===== src/rtl/count_snapshot_ctrl.sv =====
//------------------------------------------------------------------------------
// Module  : count_snapshot_ctrl
// Brief   : Free-running WIDTH-bit event counter with coherent snapshot capture
//           and nibble-serial readout over a valid/ready handshake.
// Revision: 1.0 - initial release
//------------------------------------------------------------------------------
`default_nettype none

module count_snapshot_ctrl #(
    parameter int WIDTH = 256,
    parameter int NIBS  = WIDTH / 4,
    parameter int IW    = $clog2(NIBS)
) (
    input  logic          clk,
    input  logic          rst_n,
    input  logic          run,
    input  logic          clr,
    input  logic          snap_req,
    input  logic          abort,
    output logic          snap_busy,
    output logic          out_valid,
    input  logic          out_ready,
    output logic [3:0]    out_nib,
    output logic [IW-1:0] out_idx,
    output logic          out_last,
    output logic          wrapped,
    output logic [3:0]    cnt_lo
);

    typedef enum logic [0:0] {
        ST_IDLE   = 1'b0,
        ST_STREAM = 1'b1
    } state_t;

    localparam logic [IW-1:0]    C_LAST_IDX = IW'(NIBS - 1);
    localparam logic [WIDTH-1:0] C_ALL_ONES = '1;

    state_t           r_state;
    state_t           w_state_nxt;
    logic [WIDTH-1:0] r_cnt;
    logic [WIDTH-1:0] r_shadow;
    logic             r_wrapped;
    logic [IW-1:0]    r_idx;
    logic [IW-1:0]    w_idx_nxt;
    logic             w_capture;
    logic             w_streaming;
    logic [IW+1:0]    w_bitpos;

    // The counter is never stalled by the readout path; only shadow is read.
    always_ff @(posedge clk or negedge rst_n) begin
        if (!rst_n) begin
            r_cnt     <= '0;
            r_wrapped <= 1'b0;
        end else if (clr) begin
            r_cnt     <= '0;
            r_wrapped <= 1'b0;
        end else if (run) begin
            r_cnt <= r_cnt + WIDTH'(1);
            if (r_cnt == C_ALL_ONES) begin
                r_wrapped <= 1'b1;
            end
        end
    end

    always_ff @(posedge clk or negedge rst_n) begin
        if (!rst_n) begin
            r_state  <= ST_IDLE;
            r_idx    <= '0;
            r_shadow <= '0;
        end else begin
            r_state <= w_state_nxt;
            r_idx   <= w_idx_nxt;
            if (w_capture) begin
                r_shadow <= r_cnt;
            end
        end
    end

    always_comb begin
        w_state_nxt = r_state;
        w_idx_nxt   = r_idx;
        w_capture   = 1'b0;
        case (r_state)
            ST_IDLE: begin
                if (snap_req) begin
                    w_capture   = 1'b1;
                    w_idx_nxt   = C_LAST_IDX;
                    w_state_nxt = ST_STREAM;
                end
            end
            ST_STREAM: begin
                // Abort takes precedence; a coincident handshake is discarded.
                if (abort) begin
                    w_state_nxt = ST_IDLE;
                end else if (out_ready) begin
                    if (r_idx == '0) begin
                        w_state_nxt = ST_IDLE;
                    end else begin
                        w_idx_nxt = r_idx - IW'(1);
                    end
                end
            end
            default: begin
                w_state_nxt = ST_IDLE;
            end
        endcase
    end

    assign w_streaming = (r_state == ST_STREAM);
    assign w_bitpos    = {r_idx, 2'b00};

    assign snap_busy = w_streaming;
    assign out_valid = w_streaming;
    assign out_nib   = w_streaming ? r_shadow[w_bitpos +: 4] : 4'h0;
    assign out_idx   = w_streaming ? r_idx : '0;
    assign out_last  = w_streaming && (r_idx == '0);
    assign wrapped   = r_wrapped;
    assign cnt_lo    = r_cnt[3:0];

endmodule

`default_nettype wire


===== config.mk =====
export PLATFORM = sky130hd
export DESIGN_NAME = count_snapshot_ctrl
export DESIGN_NICKNAME = d
export VERILOG_FILES = /design/src/rtl/count_snapshot_ctrl.sv
export SDC_FILE = /design/constraint.sdc
export NUM_CORES = 1
export LEC_CHECK = 0
export CAP_MARGIN = 20
export CORE_UTILIZATION = 35
export CTS_CLUSTER_DIAMETER = 80
export DETAILED_ROUTE_END_ITERATION = 8
export PLACE_DENSITY = 0.55
export SLEW_MARGIN = 10
export SYNTH_ARGS = -nofsm -noshare
export SYNTH_HDL_FRONTEND = slang
export SYNTH_SLANG_ARGS = --single-unit

===== constraint.sdc =====
create_clock -name clk -period 3 [get_ports clk]
set_input_delay 0.75 -clock clk [delete_from_list [all_inputs] [get_ports clk]]
set_output_delay 0.75 -clock clk [all_outputs]
set_load 0.01 [all_outputs]

# == Word-level counts from Yosys, hierarchy flattened ==
# Cells that the tools add are included.
# word_totals
regBits,520
inputBits,7
# op_classes
n_addsub,2
eq_ne,5
n_shift,1
mux,18
bitwise_logic,1
n_reduce_logical,6
# op_table
operator,count
256-bit two-way mux,2
256-bit by 1-bit adder with 256-bit output (second input constant),1
256-bit equality test (second input constant),1
256-bit by 9-bit variable part select with 4-bit output,1
6-bit two-way mux,5
6-bit one-hot mux with 2 select lines,1
1-bit two-way mux,8
2-bit != test (second input constant),4
6-bit zero test,1
6-bit by 1-bit subtractor with 6-bit output (second input constant),1
4-bit two-way mux,1
4-bit AND reduction,1
2-bit nonzero test,2
1-bit one-hot mux with 2 select lines,1
2-bit AND reduction,1
1-bit logical AND,1
1-bit inverter,1

# == Logic depth before layout (Yosys ltp) ==
# Gate-level depths: netlist of the first run.
# logic_depth
depth_word,5
mapped_depth,10

# == Worst setup path after synthesis of the first run ==
# Ideal clock, no wire load.
# synth_path
path_kind,reg2out
startpoint,register r_idx[0]
endpoint,output port out_nib[1]
t_arrival_ps,2494
required_time_ps,2250
path_slack_ps,-244
stages_incl_launch_ff,9
cell_sequence,dfrtp_1 > buf_1 > buf_1 > buf_1 > mux2i_1 > o221a_2 > o21ai_0 > o31ai_1 > o32ai_1
# synth_between
elab_chain_len,2
# synth_lines
element,line_no,text
from (decl),43,logic [IW-1:0] r_idx;
from (signal assigned),72,r_idx <= w_idx_nxt;
256-bit by 9-bit variable part select with 4-bit output,114,assign out_nib = w_streaming ? r_shadow[w_bitpos +: 4] : 4'h0;
4-bit two-way mux,114,
to (decl),23,"output logic [3:0] out_nib,"
# No other way between the ends.

# == Worst setup path after layout of the first run ==
# layout_path
startpoint,register r_idx[0]
endpoint,output port out_nib[3]
# Same word-level chain as after synthesis.

==> results.ini, run 1 <==
[status]
outcome = complete, but fails checks
violations = setup timing

[synth]
ys.flop_type = dfrtp_1
synth_cell_types = 67
synth.cell_area_um2 = 29500
synth-seq-cells = 520
synth_adder_area_share_pct = 0.127
synthArstFlopShare_pct = 100
synth_top_family_by_area = simple AND/OR/NAND/NOR gates
yosysWarnings = 0
yosys.area_share.simple_pct = 35.8
synth.area.mux_share_pct = 6.52
synthCells = 3493
avgSynthCellArea_um2 = 8.46
synth_compound_area_share_pct = 6.83
synthXorXnorAreaFrac_pct = 2.96
yosysSeqAreaShare_pct = 44.0
syn_nets = 3503
synth_edf_count = 0

[detailed_routing]
wire_per_inst_um = 29.8
drc = 0
drt_iter0_markers = 4887
first_pass_iters = 6
vias_per_cell = 6.03
ant_nets = 0
routed_wl_mm = 158
num_vias = 31900

[finish]
final_nets = 4169
area_growth_pct = 32.7
postLayoutCellArea_um2 = 39200
drive_gt1_share_pct = 26.8
final_core_util_pct = 46.9

[clock_tree]
clockRootBuffer = clkbuf_16
cts_hold_buffers = 0
cts_buffers = 66
clk_pin_slew_ps = 60
htree_num_levels = 3
cts_tree = yes
insertion_delay_ps = 630
cts.sinks = 520
clockBufferDepth = 3

[grt]
grt_pass1_wl_mm = 221
grt_antenna_before_repair = 14
grt_pass1_vias = 29600
gr-total-overflow = 0
grt_max_degree = 155
track_usage_pct = 36.3

[placement]
port-buffer-count = 24
dpl_cell_area_um2 = 36400
hpwl_mm = 126
gp_congestion = 1.06

[setup_path]
start_kind = flop
worstPathRequired_ps = 2250
cp_num_buf_inv = 4
crit_chain = buf_6, buf_12, buf_4, mux4_2, mux4_2, nor2_2, o32ai_1, buf_2
worstSetupPathType = reg -> out
worstPathArrival_ps = 2840
crit_top_cell = mux4_2
cp_slowest_cell = dfrtp_4
crit_family = multiplexers
slowest_delay_ps = 530
endpoint_kind = output port
crit_fanout = 8

[timing]
rsz0062_at_grt = yes
drv_slew = 0
fmax_mhz = 278
relSlewSlack_pct = 54.0
whs_ps = 70.9
setup_violations = 10
period_needed_ps = 3590
finalCritPeriodShare_pct = 120
final-hold-violation-count = 0
worstMarginPinSlew_ps = 691
clock-skew-final_ps = 25.6
worst_slack_ps = -593

[power]
cellLeakagePower_nw = 17.3
power_mw = 16.9
power_density_nw_per_um2 = 432
ir_drop_mv = 0.436

[worst_hold_path]
min_path_type = in -> async

[floorplan]
dieArea_um2 = 85600
io_pins = 25
start_util_pct = 35.4
core_um2 = 83600
die_y_um = 293
num_rows = 106
die_w_um = 293

[run]
cap_violations = 0

## state kept, by name (all words and copies together), names as in the netlist
register / flops
wrapped: 1
r_shadow: 256
r_cnt: 256
out_valid: 1
r_idx: 6
## layout make-up
cell class / count / area [µm²]
fill: 8299 / 44400
multi-input combinational: 2703 / 15900
sequential: 520 / 13000
timing repair buffer: 818 / 6590
clock buffer: 98 / 1940
tap: 1080 / 1350
inverter: 50 / 188
clock inverter: 19 / 176
antenna: 1 / 2.50
## power by group
part           total [mW]  internal (mW)  switching, mW  leakage, nW
clock network        7.96           4.60           3.36         1.04
logic                1.92          0.756           1.17         9.01
registers            7.07           7.04         0.0281         7.22
total                16.9           12.4           4.56         17.3
## per-layer routing
metal  vias up  share of wire [%]  global-route usage [%]
met5         -              0.057                       0
met4        12                3.1                    10.7
met3       266                 13                    12.6
met2      1870                 38                    46.6
met1     15800                 46                    55.8
li1      13900                  -                       -
## worst paths after layout
check,startpoint,to,slack [ps],cells past startpoint
worst max-delay path,r_idx[0]$_DFFE_PN0P_,out_nib[3],-590,8
worst min-delay path,rst_n,r_cnt[61]$_DFFE_PN0P_,70,1
worst max register to register,r_cnt[174]$_DFFE_PN0P_,r_cnt[230]$_DFFE_PN0P_,-70,8
worst min register to register,r_shadow[224]$_DFFE_PN0P_,r_shadow[224]$_DFFE_PN0P_,470,2
max in group asynchronous,rst_n,r_shadow[5]$_DFFE_PN0P_,2050,2
min in group clk,r_shadow[224]$_DFFE_PN0P_,r_shadow[224]$_DFFE_PN0P_,470,2
## layout by cell type (no fill, tap or decap), types with 10 or more instances in the layout
cell             instances
nand2_1                864
buf_4                  753
dfrtp_1                510
nor2_1                 266
nand4_1                235
nand3_1                160
a21oi_1                120
nor3_1                 113
nor4_1                 100
o21ai_0                 83
xnor2_1                 73
or4_1                   71
clkbuf_16               67
and3_1                  53
mux4_2                  51
inv_1                   49
or3_1                   49
o31ai_1                 49
and4_1                  47
nor2b_1                 45
mux2_2                  38
mux2i_1                 34
xor2_1                  27
buf_12                  27
and2_1                  25
or4_4                   20
a31o_2                  20
clkbuf_1                16
clkdlybuf4s50_1         16
nor4_2                  15
clkbuf_8                15
nand2b_1                13
buf_6                   12
clkinv_2                10
## worst register-to-register path, delay by kind of cell, from the launching register on
kind / cells / cell delay (ps)
AO/OA/AOI/OAI: 1 / 150
buffers and inverters: 2 / 560
flip-flops: 1 / 410
AND/OR/NAND/NOR: 5 / 1850
## cell usage after synthesis (all sizes together) (38+ instances only)
cell	count	area (µm²)
nor3	119	601
or3	53	334
mux4	51	1150
o31ai	52	390
nor4	122	801
nor2b	47	294
nand3	165	826
o21ai	88	440
or4	92	699
inv	50	188
a21oi	124	621
nand4	237	1510
nor2	274	1030
xnor2	73	639
mux2	38	428
nand2	867	3250
dfrtp	520	13000
and3	53	332
and4	48	422
clkbuf	183	711
## metrics by stage
stage	cells	setup TNS (ps)	setup WS [ps]
5_1_grt	5288	-2500	-663
2_1_floorplan	3493	0	4.23
3_5_place_dp	5139	-80260	-797
6_report	5289	-2370	-593
4_1_cts	5272	-2390	-626
3_3_place_gp	5139	-80970	-807
## what timing repair did
action / in CTS / in global routing
endpoints found under the setup margin: 57 / 74
hold endpoints to repair: 0 / 0
resized for setup: 73 / 63
setup buffers: 16 / 18
pin swaps: 14 / 21
cloned: 0 / 0
## cells by family (layout without fill, tap and decap cells)
logic type,count (synthesis),count (layout)
other,0,1
buffers and inverters,270,985
adder cells (fa/ha/maj),3,3
flip-flops,520,520
multiplexers,124,124
XOR/XNOR,100,100
AO/OA/AOI/OAI,331,331
AND/OR/NAND/NOR,2145,2145
Note: power is estimated with default switching activity, not from simulation.
==> inputs of run 2 (changes only) <==
Settings changed: ABC_AREA set to 1, MAX_ROUTING_LAYER set to met4.
==> results.ini, run 2 <==
[status]
outcome = complete, but fails checks
violations = setup timing

[power]
power_density_nw_per_um2 = 552
ir_drop_mv = 0.516
cellLeakagePower_nw = 15.8
power_mw = 20.6

[setup_path]
crit_chain = buf_12, inv_12, buf_4, nor2_1, o211ai_1, nand3_2, nand2_4, nand2_4, nand2_4, nor2_4, nor2_2, buf_2
worstPathArrival_ps = 2700
cp_slowest_cell = dfrtp_4
start_kind = flop
ff2ff_path_depth = 12
worstPathRequired_ps = 2250
reg2reg_slack_ps = 170
cp_num_buf_inv = 4
crit_family = simple AND/OR/NAND/NOR gates
crit_fanout = 7
crit_start = r_idx[0]$_DFFE_PN0P_
slowest_delay_ps = 570
endpoint_kind = output port
timing.rr.start = r_cnt[52]$_DFFE_PN0P_
crit_top_cell = nand2_4
worst-path-stages = 12
worstSetupPathType = reg -> out
timing.rr.end = r_cnt[157]$_DFFE_PN0P_
timing.critical_path.to = out_nib[0]

[finish]
final_nets = 4969
postLayoutCellArea_um2 = 37400
drive_gt1_share_pct = 11.4
diodes = 0
fin_cells = 6163
layout_commonest_cell = nand2_1
final_cell_mix = nand2_1 (1454), nor2_1 (1060), dfrtp_1 (518)
reg.largest.list = r_cnt x256, r_shadow x256, r_idx x6
area_growth_pct = 20.4

[synth]
synth_top_area_share_pct = 41.9
synthMostInstantiatedCell = nand2_1
yosysWarnings = 0
syn_nets = 4768
ys.flop_type = dfrtp_1
synth_cell_types = 38
synth_area_leaders = dfrtp_1 (42%), nand2_1 (18%), nor2_1 (13%)
synth.cell_area_um2 = 31000
synthArstFlopShare_pct = 100
synth_edf_count = 0
synthCells = 4758
yosysSeqAreaShare_pct = 41.9
synth-seq-cells = 520
yosys.area.top_type = dfrtp_1
yosys-top-cells-count = nand2_1 (1470), nor2_1 (1078), dfrtp_1 (520)
avgSynthCellArea_um2 = 6.52

[timing]
clock-skew-final_ps = 29.4
worst_slack_ps = -453
final-hold-violation-count = 0
relSlewSlack_pct = 48.8
setup_violations = 5
finalCritPeriodShare_pct = 115
fmax_mhz = 290
rsz0062_at_grt = yes
period_needed_ps = 3450
drv_slew = 0
worstMarginPinSlew_ps = 768

[placement]
dpl_cell_area_um2 = 34200
hpwl_mm = 122
gp_congestion = 1.08
dp_cells = 6016
port-buffer-count = 24

[grt]
track_usage_pct = 34.9
busiest_layer = met1
grt_max_degree = 167
use_met3_pct = 5.72
grt_antenna_before_repair = 2
use_met2_pct = 48.7
grtUsageMet1_pct = 51.0
grt_pass1_vias = 30400
grt_pass1_wl_mm = 217
gr-total-overflow = 0

[clock_tree]
htree_num_levels = 3
clockBufferDepth = 3
cts_tree = yes
cts.sinks = 520
clockRootBuffer = clkbuf_16
clk_pin_slew_ps = 60
insertion_delay_ps = 650
cts_buffers = 67

[floorplan]
die_w_um = 300
io_pins = 25
num_rows = 108
dieArea_um2 = 89800
core_um2 = 87300
die_y_um = 300
start_util_pct = 35.5

[run]
cap_violations = 0

[detailed_routing]
drt_iter0_markers = 4397
wire_per_inst_um = 25.1
first_pass_iters = 6
ant_nets = 0
num_vias = 33200
routed_wl_mm = 154
vias_per_cell = 5.38
drc = 0

[worst_hold_path]
min_path_type = in -> async

## run 2: stage by stage
stage | utilization (%) | worst slack [ps] | setup TNS, ps | hold slack, ps
6_report | 42.8 | -453 | -1790 | 51.9
4_1_cts | 42.3 | -430 | -1690 | 48.9
5_1_grt | 42.8 | -512 | -2160 | 67.8
2_1_floorplan | - | 594 | 0 | 444
3_3_place_gp | 39.2 | -311 | -1930 | 460
3_5_place_dp | 39.2 | -338 | -2400 | 461
## run 2: final cells by class
cell class              count  area [µm²]
repair buffers            276        2910
fillers                  9328       49900
inverters                 431        1650
multi-input cells        3661       16000
clock inverters            29         402
repair inverters            2        25.0
well taps                1155        1450
flip-flops and latches    520       13000
clock buffers              89        1940
## run 2: cells by family after synthesis
logic type                 Yosys count  synth area share, %
DFF                                520                 41.9
buffers and inverters              577                 7.28
AOI/OAI and AO/OA                  610                 10.0
and+or+nand+nor                   3048                 40.6
adders and majority gates            3                0.121
## run 2: how the worst min path moves through the flow
stage	from	end	slack [ps]	cells past startpoint
5_1_grt	rst_n	r_cnt[34]$_DFFE_PN0P_	70	1
4_1_cts	rst_n	r_cnt[34]$_DFFE_PN0P_	50	1
6_report	rst_n	r_cnt[34]$_DFFE_PN0P_	50	1
2_1_floorplan	r_shadow[26]$_DFFE_PN0P_	r_shadow[26]$_DFFE_PN0P_	440	2
3_5_place_dp	r_shadow[87]$_DFFE_PN0P_	r_shadow[87]$_DFFE_PN0P_	460	2
3_3_place_gp	r_shadow[54]$_DFFE_PN0P_	r_shadow[54]$_DFFE_PN0P_	460	2
## run 2: routing by layer
layer	up-vias	share of wire (%)	wire (µm)
met5	-	0	0
met4	0	3.6	5570
met3	262	10	16100
met2	1600	41	63400
met1	15900	45	69400
li1	15400	-	-
## run 2: report_power, final
group          leakage, nW  total, mW  internal [mW]  switching, mW
registers             7.24       7.11           7.05         0.0639
logic                 7.47       4.73           1.84           2.90
clock network         1.14       8.77           5.26           3.51
## run 2: timing repair
item,CTS,global route
hold buffers,0,0
gates resized for setup,62,86
buffers inserted,8,6
cloned,7,8
endpoints found under the setup margin,5,6
pin swaps,13,49
